[config.mk]
export PLATFORM = sky130hd
export DESIGN_NAME = fetch_queue
export DESIGN_NICKNAME = d
export VERILOG_FILES = /design/src/rtl/fetch_queue.sv
export SDC_FILE = /design/constraint.sdc
export NUM_CORES = 1
export LEC_CHECK = 0
export CAP_MARGIN = 20
export CORE_MARGIN = 8
export CORE_UTILIZATION = 55
export CTS_CLUSTER_SIZE = 40
export DETAILED_ROUTE_END_ITERATION = 6
export PLACE_DENSITY_LB_ADDON = 0.12
export SETUP_SLACK_MARGIN = 0.2
export SYNTH_ARGS = -nofsm -noshare
export SYNTH_HDL_FRONTEND = slang
export SYNTH_SLANG_ARGS = --single-unit
[constraint.sdc]
create_clock -name clk -period 22.5 [get_ports clk]
set_input_delay 5.625 -clock clk [delete_from_list [all_inputs] [get_ports clk]]
set_output_delay 5.625 -clock clk [all_outputs]
set_load 0.01 [all_outputs]
[src/rtl/fetch_queue.sv]
// Instruction-fetch front end: owns the fetch PC, issues word requests to instruction
// memory, buffers in-order responses and hands them to decode, flushing on redirect.
module fetch_queue #(
  parameter logic [31:0] RESET_PC = 32'h0000_0000,
  parameter int          DEPTH    = 2
) (
  input  logic        clk,
  input  logic        reset,
  output logic        imem_req_valid,
  output logic [31:0] imem_req_addr,
  input  logic        imem_req_ready,
  input  logic        imem_rsp_valid,
  input  logic [31:0] imem_rsp_data,
  input  logic        redirect,
  input  logic [31:0] redirect_pc,
  output logic        dec_valid,
  input  logic        dec_ready,
  output logic [31:0] dec_instr,
  output logic [31:0] dec_pc,
  output logic [31:0] dec_pcplus4
);

  localparam int AW = $clog2(DEPTH);
  localparam int CW = AW + 1;
  localparam logic [AW-1:0] PTR_ONE = AW'(1'b1);
  localparam logic [CW-1:0] CNT_ONE = CW'(1'b1);
  localparam logic [CW-1:0] CNT_ZERO = CW'(1'b0);
  localparam logic [CW:0]   DEPTH_W = (CW + 1)'(DEPTH);

  // fetch state
  logic [31:0]   fetch_pc_r;
  logic [CW-1:0] occ_r;
  logic [CW-1:0] inflight_r;
  logic [CW-1:0] drop_r;

  // decode-side FIFO and request PC tag FIFO
  logic [31:0]   instr_q_r [DEPTH];
  logic [31:0]   pc_q_r    [DEPTH];
  logic [31:0]   pcp4_q_r  [DEPTH];
  logic [31:0]   tag_q_r   [DEPTH];
  logic [AW-1:0] rd_ptr_r;
  logic [AW-1:0] wr_ptr_r;
  logic [AW-1:0] tag_rd_r;
  logic [AW-1:0] tag_wr_r;

  // per-cycle events
  logic          deq_s;
  logic          req_fire_s;
  logic          push_s;
  logic          credit_ok_s;
  logic [CW:0]   demand_s;
  logic [CW-1:0] occ_nxt_s;
  logic [CW-1:0] inflight_nxt_s;
  logic [CW-1:0] rsp_cnt_s;
  logic [31:0]   rsp_pc_s;

  // Credit check, handshakes and counter next-values
  always_comb begin
    deq_s          = (occ_r != CNT_ZERO) & dec_ready;
    // outstanding requests reserve FIFO space, so a push can never overflow
    demand_s       = {1'b0, occ_r} + {1'b0, inflight_r} - {{CW{1'b0}}, deq_s};
    credit_ok_s    = (demand_s < DEPTH_W);
    imem_req_valid = ~reset & ~redirect & credit_ok_s;
    req_fire_s     = imem_req_valid & imem_req_ready;
    push_s         = imem_rsp_valid & (drop_r == CNT_ZERO) & ~redirect;
    rsp_cnt_s      = {{AW{1'b0}}, imem_rsp_valid};
    occ_nxt_s      = occ_r + {{AW{1'b0}}, push_s} - {{AW{1'b0}}, deq_s};
    inflight_nxt_s = inflight_r + {{AW{1'b0}}, req_fire_s} - rsp_cnt_s;
    rsp_pc_s       = tag_q_r[tag_rd_r];
  end

  // Control state: fetch PC, pointers, occupancy and in-flight/drop counters
  always_ff @(posedge clk or posedge reset) begin
    if (reset) begin
      fetch_pc_r <= RESET_PC;
      occ_r      <= CNT_ZERO;
      inflight_r <= CNT_ZERO;
      drop_r     <= CNT_ZERO;
      rd_ptr_r   <= '0;
      wr_ptr_r   <= '0;
      tag_rd_r   <= '0;
      tag_wr_r   <= '0;
    end else if (redirect) begin
      // a response arriving now is discarded along with everything still in flight
      fetch_pc_r <= redirect_pc & 32'hFFFF_FFFC;
      occ_r      <= CNT_ZERO;
      rd_ptr_r   <= '0;
      wr_ptr_r   <= '0;
      inflight_r <= inflight_r - rsp_cnt_s;
      drop_r     <= inflight_r - rsp_cnt_s;
      if (imem_rsp_valid) begin
        tag_rd_r <= tag_rd_r + PTR_ONE;
      end
    end else begin
      occ_r      <= occ_nxt_s;
      inflight_r <= inflight_nxt_s;
      if (req_fire_s) begin
        fetch_pc_r <= fetch_pc_r + 32'd4;
        tag_wr_r   <= tag_wr_r + PTR_ONE;
      end
      if (imem_rsp_valid) begin
        tag_rd_r <= tag_rd_r + PTR_ONE;
        if (drop_r != CNT_ZERO) begin
          drop_r <= drop_r - CNT_ONE;
        end
      end
      if (push_s) begin
        wr_ptr_r <= wr_ptr_r + PTR_ONE;
      end
      if (deq_s) begin
        rd_ptr_r <= rd_ptr_r + PTR_ONE;
      end
    end
  end

  // Storage: request PC tags and decoded-side entries {instr, pc, pc+4}
  always_ff @(posedge clk or posedge reset) begin
    if (reset) begin
      for (int i = 0; i < DEPTH; i++) begin
        instr_q_r[i] <= 32'h0000_0000;
        pc_q_r[i]    <= 32'h0000_0000;
        pcp4_q_r[i]  <= 32'h0000_0000;
        tag_q_r[i]   <= 32'h0000_0000;
      end
    end else begin
      if (req_fire_s) begin
        tag_q_r[tag_wr_r] <= fetch_pc_r;
      end
      if (push_s) begin
        instr_q_r[wr_ptr_r] <= imem_rsp_data;
        pc_q_r[wr_ptr_r]    <= rsp_pc_s;
        pcp4_q_r[wr_ptr_r]  <= rsp_pc_s + 32'd4;
      end
    end
  end

  // Outputs come straight from registers; no response-to-decode combinational path
  assign imem_req_addr = fetch_pc_r;
  assign dec_valid     = (occ_r != CNT_ZERO);
  assign dec_instr     = instr_q_r[rd_ptr_r];
  assign dec_pc        = pc_q_r[rd_ptr_r];
  assign dec_pcplus4   = pcp4_q_r[rd_ptr_r];

endmodule
==> out/summary.txt <==
outcome - finished clean
CTS tree - built
Post-Route WL - 33300 microns
Worst Max-Slew Pin Slew - 1.04 ns
post-synthesis cell type count - 62
global route overflow - 0
CP max stage delay - 0.53 ns
Syn Std Cell Area - 13700 sq um
most frequent cells in the layout - nand2_1, dfrtp_1, clkdlybuf4s50_1
Via density - 5.58
crit-path max FO - 2
Hold Path Class - reg2reg
leading cell type in the layout, fill and taps excluded - nand2_1
Synth Area per Inst - 10.0 sq um
maximum vdd drop - 0.0528 mV
DP HPWL - 22400 microns
CTS resizes - 0
DR vias - 10500
Pleak - 7.73 nW
Sum Neg Setup Slack - 0 ns
met3 routed WL - 1690 microns
Initial DRC Count - 853
endpoints failing setup - 0
worst setup margin - 9.24 ns
routability cong. - 0.828
Async S/R FF share, synth - 100%
CP max-delay cell - clkdlybuf4s50_1
cell taking the most area after synthesis - dfrtp_1
row count - 58
PwrDens - 129 nW/um^2
M1 wire length - 15900 microns
CP arrival - 7.63 ns
Synth Warn # - 0
# fillers - 1978
Worst-path clk slew - 0.06 ns
Top FF cell, synth - dfrtp_1
Worst setup EP type - output port
largest net degree at the start of global routing - 126
Layout area overhead - 22.5%
Setup Fix Bufs, Post-CTS - 0
top post-synthesis cells by area - dfrtp_1, mux2_2, nand2_1, o21ai_0, mux2i_1
sequential area share after synthesis - 51.8%
# nets final - 1602
worst path cell trace - clkdlybuf4s50_1 -> xor2_1 -> nand2_1 -> fa_1 -> xnor2_1 -> and3b_1 -> clkdlybuf4s50_1
Crit Path Category - in2out
layout cells sized above 1 - 15.0%
H-tree Lvls - 1
met2 WL - 15200 microns
CTS Hold Bufs - 0
Die H - 174 microns
number of global-route vias before repair - 10600
utilization after layout - 67.7%
relative slew slack - 30.9%
max cap viols - 0
Initial Util - 55.3%
total CTS buffers - 30
drt pass-1 iters - 5
register bit count reported by yosys - 284
diode count - 0
post-place setup slack - 9.26 ns
Pins Over Slew Limit - 0
die area - 30300 sq um
Fin Clk Skew - 0.0209 ns
first-pass GRT wire length - 55300 microns
CP dominant cell by count - clkdlybuf4s50_1
RSZ-0062 raised after global routing - no
initial antenna violation count - 0
Highest Clock Rate - 75.4 MHz
GRT Util Overall - 21.9%
Clock Sinks - 284
post-synth top area share - 51.8%
latest clock arrival within the worst-skew pair - 0.55 ns
Final Cycle Share - 58.9%
Mapped Cells - 1365
DR top layer - met4
final hold violation count - 0
Post-synth EDFFs - 0
critical path data required time - 16.88 ns
IO Port Bufs - 191
Max Root-Sink Buffers - 3
Final Critical Period - 13.26 ns
DR DRC count - 0
CP startpoint kind - input pin
DIE WIDTH - 174 microns
wire per inst - 17.8 microns
CTS root buf - clkbuf_16
Routed Antenna Nets - 0
Placeable Area - 24800 sq um
boundary pin count - 200
==> power breakdown <==
group / internal (mW) / switching [mW] / total [mW] / leakage, nW
clock network: 0.295 / 0.197 / 0.491 / 0.505
logic: 0.420 / 0.384 / 0.804 / 3.51
registers: 0.718 / 0.153 / 0.871 / 3.72
==> routing by layer <==
layer / vias to the layer above / global-route usage, %
li1: 5060 / -
met1: 5078 / 31.5
met2: 288 / 34.3
met3: 29 / 3.97
met4: 0 / 4.38
met5: - / 0
==> area by class of cell <==
cell class	count	area (sq um)	area share, %
tap	330	413	2.46
sequential	284	7110	42.3
multi-input combinational	981	6180	36.7
timing repair buffer	205	2020	12.0
clock buffer	46	932	5.54
clock inverter	9	70.1	0.417
inverter	20	82.6	0.491
==> per-stage QoR <==
| stage | cell area [sq um] | power, mW | instances | hold slack [ns] |
|---|---|---|---|---|
| 6_report | 16800 | 2.17 | 1875 | 0.467 |
| 3_3_place_gp | 15800 | 1.66 | 1819 | 0.451 |
| 3_5_place_dp | 15800 | 1.68 | 1819 | 0.457 |
| 4_1_cts | 16800 | 2.18 | 1874 | 0.471 |
| 5_1_grt | 16800 | 2.31 | 1875 | 0.488 |
| 2_1_floorplan | 13700 | 1.34 | 1370 | 0.440 |
==> sequential cells by signal (all words and copies together), names as in the netlist <==
register,cells
tag_rd_r,1
pc_q_r,60
drop_r,2
occ_r,2
instr_q_r,64
tag_wr_r,1
tag_q_r,60
imem_req_addr,30
pcp4_q_r,60
rd_ptr_r,1
wr_ptr_r,1
inflight_r,2
==> cell families after synthesis <==
logic type,after synthesis,share of synthesized area [%]
and+or+nand+nor,554,17.8
DFF,284,51.8
AOI/OAI and AO/OA,208,10.1
muxes,177,14.2
buffers and inverters,105,3.41
xor gates and xnor gates,26,1.66
adders and majority gates,10,0.967
other,1,0.0273
==> critical path: cells and delay by family <==
family	cells	cell delay (ns)
and+or+nand+nor	2	0.30
xor gates and xnor gates	2	0.30
adders and majority gates	1	0.38
buffers and inverters	2	1.02
==> final timing paths <==
kind / end / cells past startpoint / start / slack (ns)
min: instr_q_r[14] / 2 / instr_q_r[14] / 0.47
min in group asynchronous: occ_r[1] / 2 / reset / 5.64
max: imem_req_valid / 7 / dec_ready / 9.24
max reg2reg: pcp4_q_r[28] / 9 / tag_rd_r / 19.10
min reg2reg: instr_q_r[14] / 2 / instr_q_r[14] / 0.47
max in group asynchronous: pcp4_q_r[28] / 3 / reset / 15.28
==> synth_stat cells, types with 3 or more instances <==
master    count
nand2_1     378
dfrtp_1     284
mux2_2      146
o21ai_0     104
clkbuf_1     61
nand3_1      47
nor2_1       41
mux2i_1      31
o211ai_1     19
inv_1        18
nand4_1      18
xnor2_1      17
a21o_1       13
a221o_1      13
nor4_1       12
o311ai_0     12
o31ai_1      12
buf_4         9
ha_1          9
xor2_1        9
nand3b_1      8
or3_1         8
nor3_1        7
or4_1         7
a21oi_1       6
and3_1        6
buf_1         6
a22oi_1       5
buf_2         5
o21a_1        5
nand2b_1      4
o31a_1        4
buf_6         3
No activity file was read; power rests on OpenSTA's default activity.
